`src/rtl/serial_subtract.sv`:
```
// Bit-serial unsigned subtractor: one full-subtract step per clock, LSB first,
// with the borrow registered and fed back. Start/busy/done handshake.
module serial_subtract #(
  parameter int WIDTH = 8
) (
  input  logic             clk,
  input  logic             rst,
  input  logic             start,
  input  logic [WIDTH-1:0] a,
  input  logic [WIDTH-1:0] b,
  output logic             busy,
  output logic             done,
  output logic [WIDTH-1:0] diff,
  output logic             borrowOut
);

  localparam int CW = $clog2(WIDTH + 1);

  typedef enum logic [1:0] {
    IDLE  = 2'd0,
    SHIFT = 2'd1,
    DONE  = 2'd2
  } state_t;

  state_t           r_state;
  state_t           w_next;
  logic [WIDTH-1:0] r_sa;
  logic [WIDTH-1:0] r_sb;
  logic [WIDTH-1:0] r_res;
  logic [WIDTH-1:0] r_diff;
  logic [CW-1:0]    r_cnt;
  logic             r_brw;
  logic             r_borrow;
  logic             r_busy;
  logic             r_done;
  logic             w_load;
  logic             w_last;
  logic             w_d;
  logic             w_brw_n;
  logic [WIDTH-1:0] w_res_n;

  function automatic logic fs_diff(input logic x, input logic y, input logic bi);
    return x ^ y ^ bi;
  endfunction

  function automatic logic fs_borrow(input logic x, input logic y, input logic bi);
    return (~x & y) | (~(x ^ y) & bi);
  endfunction

  always_comb begin
    w_d     = fs_diff(r_sa[0], r_sb[0], r_brw);
    w_brw_n = fs_borrow(r_sa[0], r_sb[0], r_brw);
    w_res_n = {w_d, r_res[WIDTH-1:1]};
    w_last  = (r_state == SHIFT) && (r_cnt == CW'(WIDTH - 1));
  end

  always_comb begin
    w_next = r_state;
    w_load = 1'b0;
    case (r_state)
      IDLE: begin
        if (start) begin
          w_next = SHIFT;
          w_load = 1'b1;
        end
      end
      SHIFT: begin
        if (w_last) w_next = DONE;
      end
      DONE: begin
        // A start in the completion cycle chains straight into the next operation.
        if (start) begin
          w_next = SHIFT;
          w_load = 1'b1;
        end else begin
          w_next = IDLE;
        end
      end
      default: w_next = IDLE;
    endcase
  end

  always_ff @(posedge clk) begin
    if (rst) begin
      r_state  <= IDLE;
      r_busy   <= 1'b0;
      r_done   <= 1'b0;
      r_sa     <= '0;
      r_sb     <= '0;
      r_res    <= '0;
      r_cnt    <= '0;
      r_brw    <= 1'b0;
      r_diff   <= '0;
      r_borrow <= 1'b0;
    end else begin
      r_state <= w_next;
      r_busy  <= (w_next == SHIFT);
      r_done  <= (w_next == DONE);
      if (w_load) begin
        r_sa  <= a;
        r_sb  <= b;
        r_res <= '0;
        r_cnt <= '0;
        r_brw <= 1'b0;
      end else if (r_state == SHIFT) begin
        r_sa  <= {1'b0, r_sa[WIDTH-1:1]};
        r_sb  <= {1'b0, r_sb[WIDTH-1:1]};
        r_res <= w_res_n;
        r_cnt <= r_cnt + CW'(1);
        r_brw <= w_brw_n;
        if (w_last) begin
          r_diff   <= w_res_n;
          r_borrow <= w_brw_n;
        end
      end
    end
  end

  assign busy      = r_busy;
  assign done      = r_done;
  assign diff      = r_diff;
  assign borrowOut = r_borrow;

endmodule

```
`config.mk`:
```
export PLATFORM = sky130hd
export DESIGN_NAME = serial_subtract
export DESIGN_NICKNAME = d
export VERILOG_FILES = /design/src/rtl/serial_subtract.sv
export SDC_FILE = /design/constraint.sdc
export NUM_CORES = 1
export LEC_CHECK = 0
export ABC_AREA = 1
export CAP_MARGIN = 40
export CORE_MARGIN = 4
export CORE_UTILIZATION = 44
export DETAILED_ROUTE_END_ITERATION = 10
export PLACE_DENSITY = 0.74
export SYNTH_ARGS = -nofsm -noshare
export SYNTH_HDL_FRONTEND = slang
export SYNTH_SLANG_ARGS = --single-unit
export TNS_END_PERCENT = 10
```
`constraint.sdc`:
```
create_clock -name clk -period 2.9 [get_ports clk]
set_input_delay 0.435 -clock clk [delete_from_list [all_inputs] [get_ports clk]]
set_output_delay 0.435 -clock clk [all_outputs]
set_load 0.02 [all_outputs]
```
==> results of run 1 <==
per-stage QoR:
stage / hold WS, ns / instances / utilization / power, W
global placement: 0.457 / 318 / 0.525 / 0.000765
floorplan: 0.438 / 247 / - / 0.000727
CTS: 0.473 / 326 / 0.550 / 0.00118
finish: 0.468 / 326 / 0.550 / 0.00116
global route: 0.492 / 326 / 0.550 / 0.00122
detailed placement: 0.460 / 318 / 0.525 / 0.000767
layout make-up:
| cell class | instances | share of cell area |
|---|---|---|
| clock inverters | 1 | 0.00226 |
| flip-flops and latches | 41 | 0.370 |
| multi-input cells | 163 | 0.357 |
| repair buffers | 30 | 0.134 |
| well taps | 50 | 0.0282 |
| clock buffers | 7 | 0.0435 |
| inverters | 34 | 0.0644 |
Yosys cell counts, drive strengths merged:
cell	count
nand2	73
dfxtp	41
inv	33
nand3	28
nor2	25
a21oi	19
buf	8
o21ai	8
nor3	7
clkbuf	1
clkinv	1
fa	1
ha	1
xor2	1
flip-flops by register name, summed over array words and instances, names as in the netlist:
name and cells:
borrowOut 1, busy 1, diff 8, done 1, r_brw 1, r_cnt 4
r_res 7, r_sa 8, r_sb 8, r_state 2
where the power goes:
part           switching (W)  leakage, nW  internal [W]
registers          0.0000173        0.334      0.000588
clock network       0.000195       0.0542      0.000215
logic              0.0000859        0.586     0.0000619
how the worst max path moves through the flow:
stage / to / depth (start not counted) / from / slack, ns
after global placement: r_sb[2] / 6 / rst / 1.04
after detailed placement: r_sb[3] / 6 / rst / 1.02
final: borrowOut / 1 / borrowOut / 1.23
after global routing: diff[7] / 6 / r_state[0] / 1.14
after CTS: borrowOut / 1 / borrowOut / 1.20
after floorplan: diff[1] / 7 / r_cnt[0] / 1.77
routing by layer:
metal / track usage / wire (um) / vias up
met4: 0.0615 / 42 / 0
met1: 0.182 / 1660 / 692
met3: 0.0499 / 206 / 4
li1: - / - / 823
met2: 0.240 / 1690 / 30
met5: 0 / 0 / -
logic make-up after synthesis:
| kind of cell | Yosys count |
|---|---|
| AO/OA/AOI/OAI | 27 |
| AND/OR/NAND/NOR | 133 |
| adder cells (fa/ha/maj) | 2 |
| XOR/XNOR | 1 |
| buffers and inverters | 43 |
| flip-flops | 41 |
==> flow_summary.yaml, run 1 <==
cts:
  clk_latency_ns: 0.29
  post_cts_resized: 0
  htree_levels: 2
  cts-root-buf: "clkbuf_8"
  cts_buffer_depth: 2
  cts.clk_slew.worst_paths_ns: 0.08
  cts_inserted_buffers: 5
  cts.sinks: 41
  cts-hold-fix-buffers: 0
  cts_tree: "yes"
  post_cts_buffers: 0
routing:
  vias: 1549
  drt_iter0_markers: 99
  drc: 0
  drt-pass1-iter-count: 4
  wl_per_cell_um: 11.0
  finalWirelength_um: 3600
  via_per_inst: 4.75
  ant_nets: 0
synth:
  synth-seq-cells: 41
  synth-compound-area-share: 0.0737
  synth_xor_area_frac: 0.00477
  netlist_top_cells_area: "dfxtp_1 (45%), nand2_1 (14%), nand3_1 (7.6%)"
  synth_warnings: 0
  ys_types: 26
  synth_top_cell_by_area: "dfxtp_1"
  synth_simple_gate_area_frac: 0.335
  netlist_area_mm2: 0.00183
  syn_avg_cell_area_um2: 7.43
  seq_area_frac_synth: 0.447
  synth_top_family_by_area: "simple AND/OR/NAND/NOR gates"
  synthAdderAreaFrac: 0.0177
  syn_inst: 247
  synthMuxAreaShare: 0
  synth_fp_nets: 268
  synth_top_cell_area_share: 0.447
global_route:
  grt_max_degree: 25
  grtUsageTotal: 0.149
  grt_pass1_wl_um: 6130
  overflow: 0
  grt_pass1_vias: 1435
  antenna_found_initial: 0
power:
  peakVddDrop_uv: 249
  p_leak_nw: 0.975
  power_per_cell_area_mw_per_mm2: 525
critical_path:
  path_max_fanout: 2
  crit_chain: "clkdlybuf4s50_1"
  cp_slowest_cell: "clkdlybuf4s50_1"
  critPathLaunchType: "flop"
  end_kind: "primary output"
  regToRegSetupSlack_ns: 1.28
  arrival_ns: 1.24
  critPathMaxStageDelay_ns: 0.61
  worst-path-buf-inv: 1
  worstReg2RegEnd: "diff[2]"
  reg2reg_depth: 6
  r2r_start: "r_state[0]"
  worst-setup-path-type: "flop to primary output"
  crit_family: "buffers and inverters"
  critPathRequiredTime_ns: 2.47
final_layout:
  layout-drive-gt1-share: 0.0906
  nets: 296
  multiInputGateArea_um2: 791
  antenna_cells: 0
  mostFrequentLayoutCells: "nand2_1 (68), dfxtp_1 (41), clkdlybuf4s50_1 (29)"
  syn_to_final_growth_pct: 20.8
  fin_area_mm2: 0.00222
  final_common_cell: "nand2_1"
  num-fill-cells: 398
  regArea_um2: 821
timing:
  setup_slack_ns: 1.23
  fin_crit_ns: 1.67
  setup_viol: 0
  setup-tns-final_ns: 0
  slew_viol_final: 0
  max_freq_mhz: 598
  finalClockSkew_ns: 0.00416
  max_slew_margin: 0.641
  grt_setup_unrepaired: "no"
  tightest_slew_ns: 0.538
  post-route-period-util: 0.577
  finalHoldViolCount: 0
die:
  die_x_um: 72.6
  io_pins: 30
  core.rowCount: 23
  core_area_mm2: 0.00403
  start_util: 0.455
  die_y_um: 72.6
  die_area_mm2: 0.00527
placement:
  hpwl_um: 2490
  pre_cts_slack_ns: 1.02
  gp_congestion: 0.787
  postPlaceCellArea_mm2: 0.00211
  numPortBuffers: 29
run:
  cap_violations: 0
hold_path:
  hp-class: "flop to flop"
  min_delay_path_depth: 2
  hp-start: "diff[2]"
  hold_end: "diff[2]"
run_status:
  outcome: "completed"
Power figures use the tool's default switching activity.
==> inputs of run 2 (changes only) <==
==> constraint.sdc (replaced) <==
create_clock -name clk -period 1.6 [get_ports clk]
set_input_delay 0.24 -clock clk [delete_from_list [all_inputs] [get_ports clk]]
set_output_delay 0.24 -clock clk [all_outputs]
set_load 0.02 [all_outputs]
==> run 2 against run 1 <==
Compared with the run above:
- sequential share of layout area shrank 0.50 points
- clock power grew 74%
- non-clock buffer count is 5 higher
- total power grew 80%
- combinational power grew 95%
- flip-flop and latch count did not move
- critical path depth did not move
- die area stayed put
- cell count increased by 1.5%
- count of clock-buffer cells in the layout is 1 lower
- critical endpoint is now diff[4]
==> flow_summary.yaml, run 2 (same netlist as run 1, synthesis figures left out) <==
cts:
  cts_tree: "yes"
  cts_inserted_buffers: 5
  htree_levels: 2
  cts.clk_slew.worst_paths_ns: 0.08
  cts-hold-fix-buffers: 0
  post_cts_buffers: 0
  clk_latency_ns: 0.30
  post_cts_resized: 0
  cts-root-buf: "clkbuf_8"
  cts_buffer_depth: 2
  cts.sinks: 41
hold_path:
  hp-class: "flop to flop"
  min_delay_path_depth: 2
timing:
  grt_setup_unrepaired: "no"
  max_slew_margin: 0.814
  finalHoldViolCount: 0
  tightest_slew_ns: 0.277
  max_freq_mhz: 670
  post-route-period-util: 0.933
  setup-tns-final_ns: 0
  setup_viol: 0
  finalClockSkew_ns: 0.00555
  setup_slack_ns: 0.107
  fin_crit_ns: 1.49
  slew_viol_final: 0
power:
  p_leak_nw: 0.997
  peakVddDrop_uv: 483
  power_per_cell_area_mw_per_mm2: 933
global_route:
  grt_pass1_wl_um: 6860
  grtUsageTotal: 0.167
  antenna_found_initial: 0
  overflow: 0
  grt_pass1_vias: 1532
  grt_max_degree: 18
critical_path:
  end_kind: "primary output"
  r2r_start: "r_state[0]"
  cp.depth: 1
  path_max_fanout: 2
  worstReg2RegEnd: "r_sa[1]"
  crit_family: "buffers and inverters"
  cp_slowest_cell: "clkdlybuf4s50_1"
  critPathMaxStageDelay_ns: 0.62
  reg2reg_depth: 8
  critPathLaunchType: "flop"
  worst-setup-path-type: "flop to primary output"
  crit_path_end: "diff[4]"
  critPathRequiredTime_ns: 1.36
  startpoint: "diff[4]"
  crit_chain: "clkdlybuf4s50_1"
  arrival_ns: 1.25
  regToRegSetupSlack_ns: 0.22
  worst-path-buf-inv: 1
run:
  cap_violations: 0
routing:
  drt_iter0_markers: 95
  wl_per_cell_um: 11.4
  via_per_inst: 4.81
  vias: 1592
  ant_nets: 0
  finalWirelength_um: 3770
  drc: 0
  drt-pass1-iter-count: 4
final_layout:
  antenna_cells: 0
  mostFrequentLayoutCells: "nand2_1 (68), dfxtp_1 (40), clkdlybuf4s50_1 (29)"
  final_common_cell: "nand2_1"
  utilization: 0.558
  layout-drive-gt1-share: 0.110
  num-fill-cells: 394
  nets: 301
  syn_to_final_growth_pct: 22.6
die:
  start_util: 0.455
  die_area_mm2: 0.00527
  die_y_um: 72.6
  die_x_um: 72.6
  io_pins: 30
  core_area_mm2: 0.00403
  core.rowCount: 23
placement:
  numPortBuffers: 29
  hpwl_um: 2710
  gp_congestion: 0.769
  pre_cts_slack_ns: 0.0544
run_status:
  outcome: "completed"
==> run 2: area by class of cell <==
class | count | area, um2 | share of cell area
sequential | 41 | 822 | 0.365
multi-input combinational | 163 | 791 | 0.352
timing repair buffer | 35 | 335 | 0.149
inverter | 34 | 143 | 0.0634
clock buffer | 6 | 82.6 | 0.0367
tap | 50 | 62.6 | 0.0278
clock inverter | 2 | 13.8 | 0.00612
==> run 2: report_power, final <==
part | switching (W) | internal [W]
registers | 0.0000276 | 0.00107
logic | 0.000166 | 0.000123
clock network | 0.000366 | 0.000350
total | 0.000559 | 0.00154
==> run 2: tightest hold or removal path, cell delays in order (launching register included) <==
cell     delay, ns
dfxtp_1       0.32
nand3_1       0.07
nand2_1       0.05
==> run 2: per-stage QoR <==
stage,power [W],instance area [um2],hold slack (ns),cells
CTS,0.00212,2250,0.476,331
detailed placement,0.00141,2150,0.458,323
global route,0.00222,2250,0.497,331
global placement,0.00140,2150,0.456,323
floorplan,0.00132,1830,0.375,247
finish,0.00210,2250,0.475,331
==> run 2: per-layer routing <==
| metal | routed length [um] | vias up | share of wire | track usage |
|---|---|---|---|---|
| met5 | 0 | - | 0 | 0 |
| met4 | 71 | 0 | 0.019 | 0.0553 |
| met3 | 182 | 8 | 0.048 | 0.0526 |
| met2 | 1810 | 33 | 0.48 | 0.282 |
| met1 | 1710 | 716 | 0.45 | 0.202 |
| li1 | - | 835 | - | - |
==> run 2: worst min-delay path by stage <==
stage	startpoint	to	slack, ns
2_1_floorplan	a[7]	r_sa[7]	0.37
3_3_place_gp	r_res[1]	r_res[1]	0.46
3_5_place_dp	r_res[4]	diff[3]	0.46
4_1_cts	r_res[4]	diff[3]	0.48
5_1_grt	r_res[7]	diff[6]	0.50
6_report	diff[1]	diff[1]	0.48
==> inputs of run 3 (changes only) <==
--- a/config.mk
+++ b/config.mk
@@ -8,9 +8,9 @@
 export ABC_AREA = 1
 export CAP_MARGIN = 40
 export CORE_MARGIN = 4
-export CORE_UTILIZATION = 44
+export CORE_UTILIZATION = 35
 export DETAILED_ROUTE_END_ITERATION = 10
-export PLACE_DENSITY = 0.74
+export PLACE_DENSITY = 0.62
 export SYNTH_ARGS = -nofsm -noshare
 export SYNTH_HDL_FRONTEND = slang
 export SYNTH_SLANG_ARGS = --single-unit
==> run 3 against run 2 <==
Compared with the run above:
- cell count grew 6.0%
- critical path depth is the same
- maximum frequency is essentially flat
- hold slack lost 0.0088 ns
- routed wire length grew 2.9%
- critical endpoint is now diff[2]
- global-route usage shrank 3.8 points
- clock power shrank 9.2%
- core utilization shrank 12 points
- combinational power shrank 1%
- final area grew 0.44%
==> flow_summary.yaml, run 3 (same netlist as run 1, synthesis figures left out) <==
cts:
  cts-root-buf: "clkbuf_8"
  htree_levels: 2
  cts_tree: "yes"
  cts.sinks: 41
  cts.clk_slew.worst_paths_ns: 0.08
  post_cts_resized: 0
  cts-hold-fix-buffers: 0
  post_cts_buffers: 0
  cts_inserted_buffers: 5
  cts_buffer_depth: 2
  clk_latency_ns: 0.29
routing:
  vias: 1573
  drt_iter0_markers: 90
  via_per_inst: 4.48
  drt-pass1-iter-count: 4
  ant_nets: 0
  drc: 0
  wl_per_cell_um: 11.0
  finalWirelength_um: 3880
final_layout:
  fin_area_mm2: 0.00226
  antenna_cells: 0
  mostFrequentLayoutCells: "nand2_1 (68), dfxtp_1 (41), clkdlybuf4s50_1 (29)"
  final_common_cell: "nand2_1"
  layout-drive-gt1-share: 0.103
  nets: 301
  syn_to_final_growth_pct: 23.2
timing:
  finalClockSkew_ns: 0.00669
  grt_setup_unrepaired: "no"
  tightest_slew_ns: 0.297
  max_freq_mhz: 670
  hold_slack_ns: 0.466
  slew_viol_final: 0
  fin_crit_ns: 1.49
  setup_viol: 0
  setup_slack_ns: 0.107
  finalHoldViolCount: 0
  setup-tns-final_ns: 0
  post-route-period-util: 0.933
  max_slew_margin: 0.802
global_route:
  overflow: 0
  grt_max_degree: 16
  grt_pass1_wl_um: 6630
  antenna_found_initial: 0
  grt_pass1_vias: 1520
  grtUsageTotal: 0.129
critical_path:
  cp_slowest_cell: "clkdlybuf4s50_1"
  regToRegSetupSlack_ns: 0.28
  worst-setup-path-type: "flop to primary output"
  critPathRequiredTime_ns: 1.36
  crit_chain: "clkdlybuf4s50_1"
  worst-path-buf-inv: 1
  reg2reg_depth: 6
  critPathMaxStageDelay_ns: 0.61
  critPathLaunchType: "flop"
  worstReg2RegEnd: "diff[0]"
  crit_family: "buffers and inverters"
  cp.depth: 1
  r2r_start: "r_state[0]"
  end_kind: "primary output"
  arrival_ns: 1.25
  path_max_fanout: 2
placement:
  postPlaceCellArea_mm2: 0.00218
  pre_cts_slack_ns: 0.0860
  numPortBuffers: 29
  gp_congestion: 0.758
  hpwl_um: 2760
run:
  cap_violations: 0
die:
  die_x_um: 80.4
  io_pins: 30
  die_y_um: 80.4
  start_util: 0.359
  die_area_mm2: 0.00646
  core.rowCount: 26
  core_area_mm2: 0.00511
run_status:
  outcome: "completed"
power:
  p_leak_nw: 0.990
  peakVddDrop_uv: 444
  power_per_cell_area_mw_per_mm2: 897
hold_path:
  hp-class: "flop to flop"
  hold_end: "r_res[1]"
  hp-start: "r_res[1]"
  min_delay_path_depth: 2
==> run 3: cell count changes in the layout (fill, tap and decap cells not counted) <==
cell	delta
clkbuf_8	-1
clkinv_4	-1
clkinv_2	+1
clkbuf_1	+1
dfxtp_2	-1
dfxtp_1	+1
==> run 3: how the worst max path moves through the flow <==
| stage | from | endpoint |
|---|---|---|
| after floorplan | r_cnt[0] | diff[1] |
| after global placement | start | r_sb[5] |
| after detailed placement | rst | diff[6] |
| after CTS | diff[7] | diff[7] |
| after global routing | diff[1] | diff[1] |
| final | diff[2] | diff[2] |
==> run 3: power by group <==
part | switching [W] | internal (W) | total (W) | leakage [nW]
Clock | 0.000348 | 0.000302 | 0.000650 | 0.0450
Sequential | 0.0000270 | 0.00107 | 0.00109 | 0.334
Combinational | 0.000163 | 0.000121 | 0.000284 | 0.611
Total | 0.000538 | 0.00149 | 0.00203 | 0.990
==> run 3: through the flow <==
stage / instances / util / power (W)
floorplan: 247 / - / 0.00132
CTS: 351 / 0.442 / 0.00205
detailed placement: 343 / 0.426 / 0.00140
global placement: 343 / 0.426 / 0.00140
finish: 351 / 0.442 / 0.00203
global route: 351 / 0.442 / 0.00213
==> run 3: layer usage <==
metal,GRT usage,up-vias,wire length (um)
li1,-,831,-
met1,0.164,707,1890
met2,0.214,28,1740
met3,0.0325,7,203
met4,0.0405,0,42
met5,0,-,0
==> run 3: final cells by class <==
type,count,area (um2)
clock buffers,6,72.6
flip-flops and latches,41,821
multi-input cells,163,791
inverters,34,143
fillers,547,2850
clock inverters,2,10.0
repair buffers,35,335
well taps,70,87.6
==> run 3: worst reg2reg max path, cell delays in order, from the launching register on <==
cell and delay [ns]:
dfxtp_1 0.50, nand2_4 0.16, buf_4 0.23, nor2_4 0.16, nand2_1 0.06, nand2_1 0.07, nor2_1 0.04
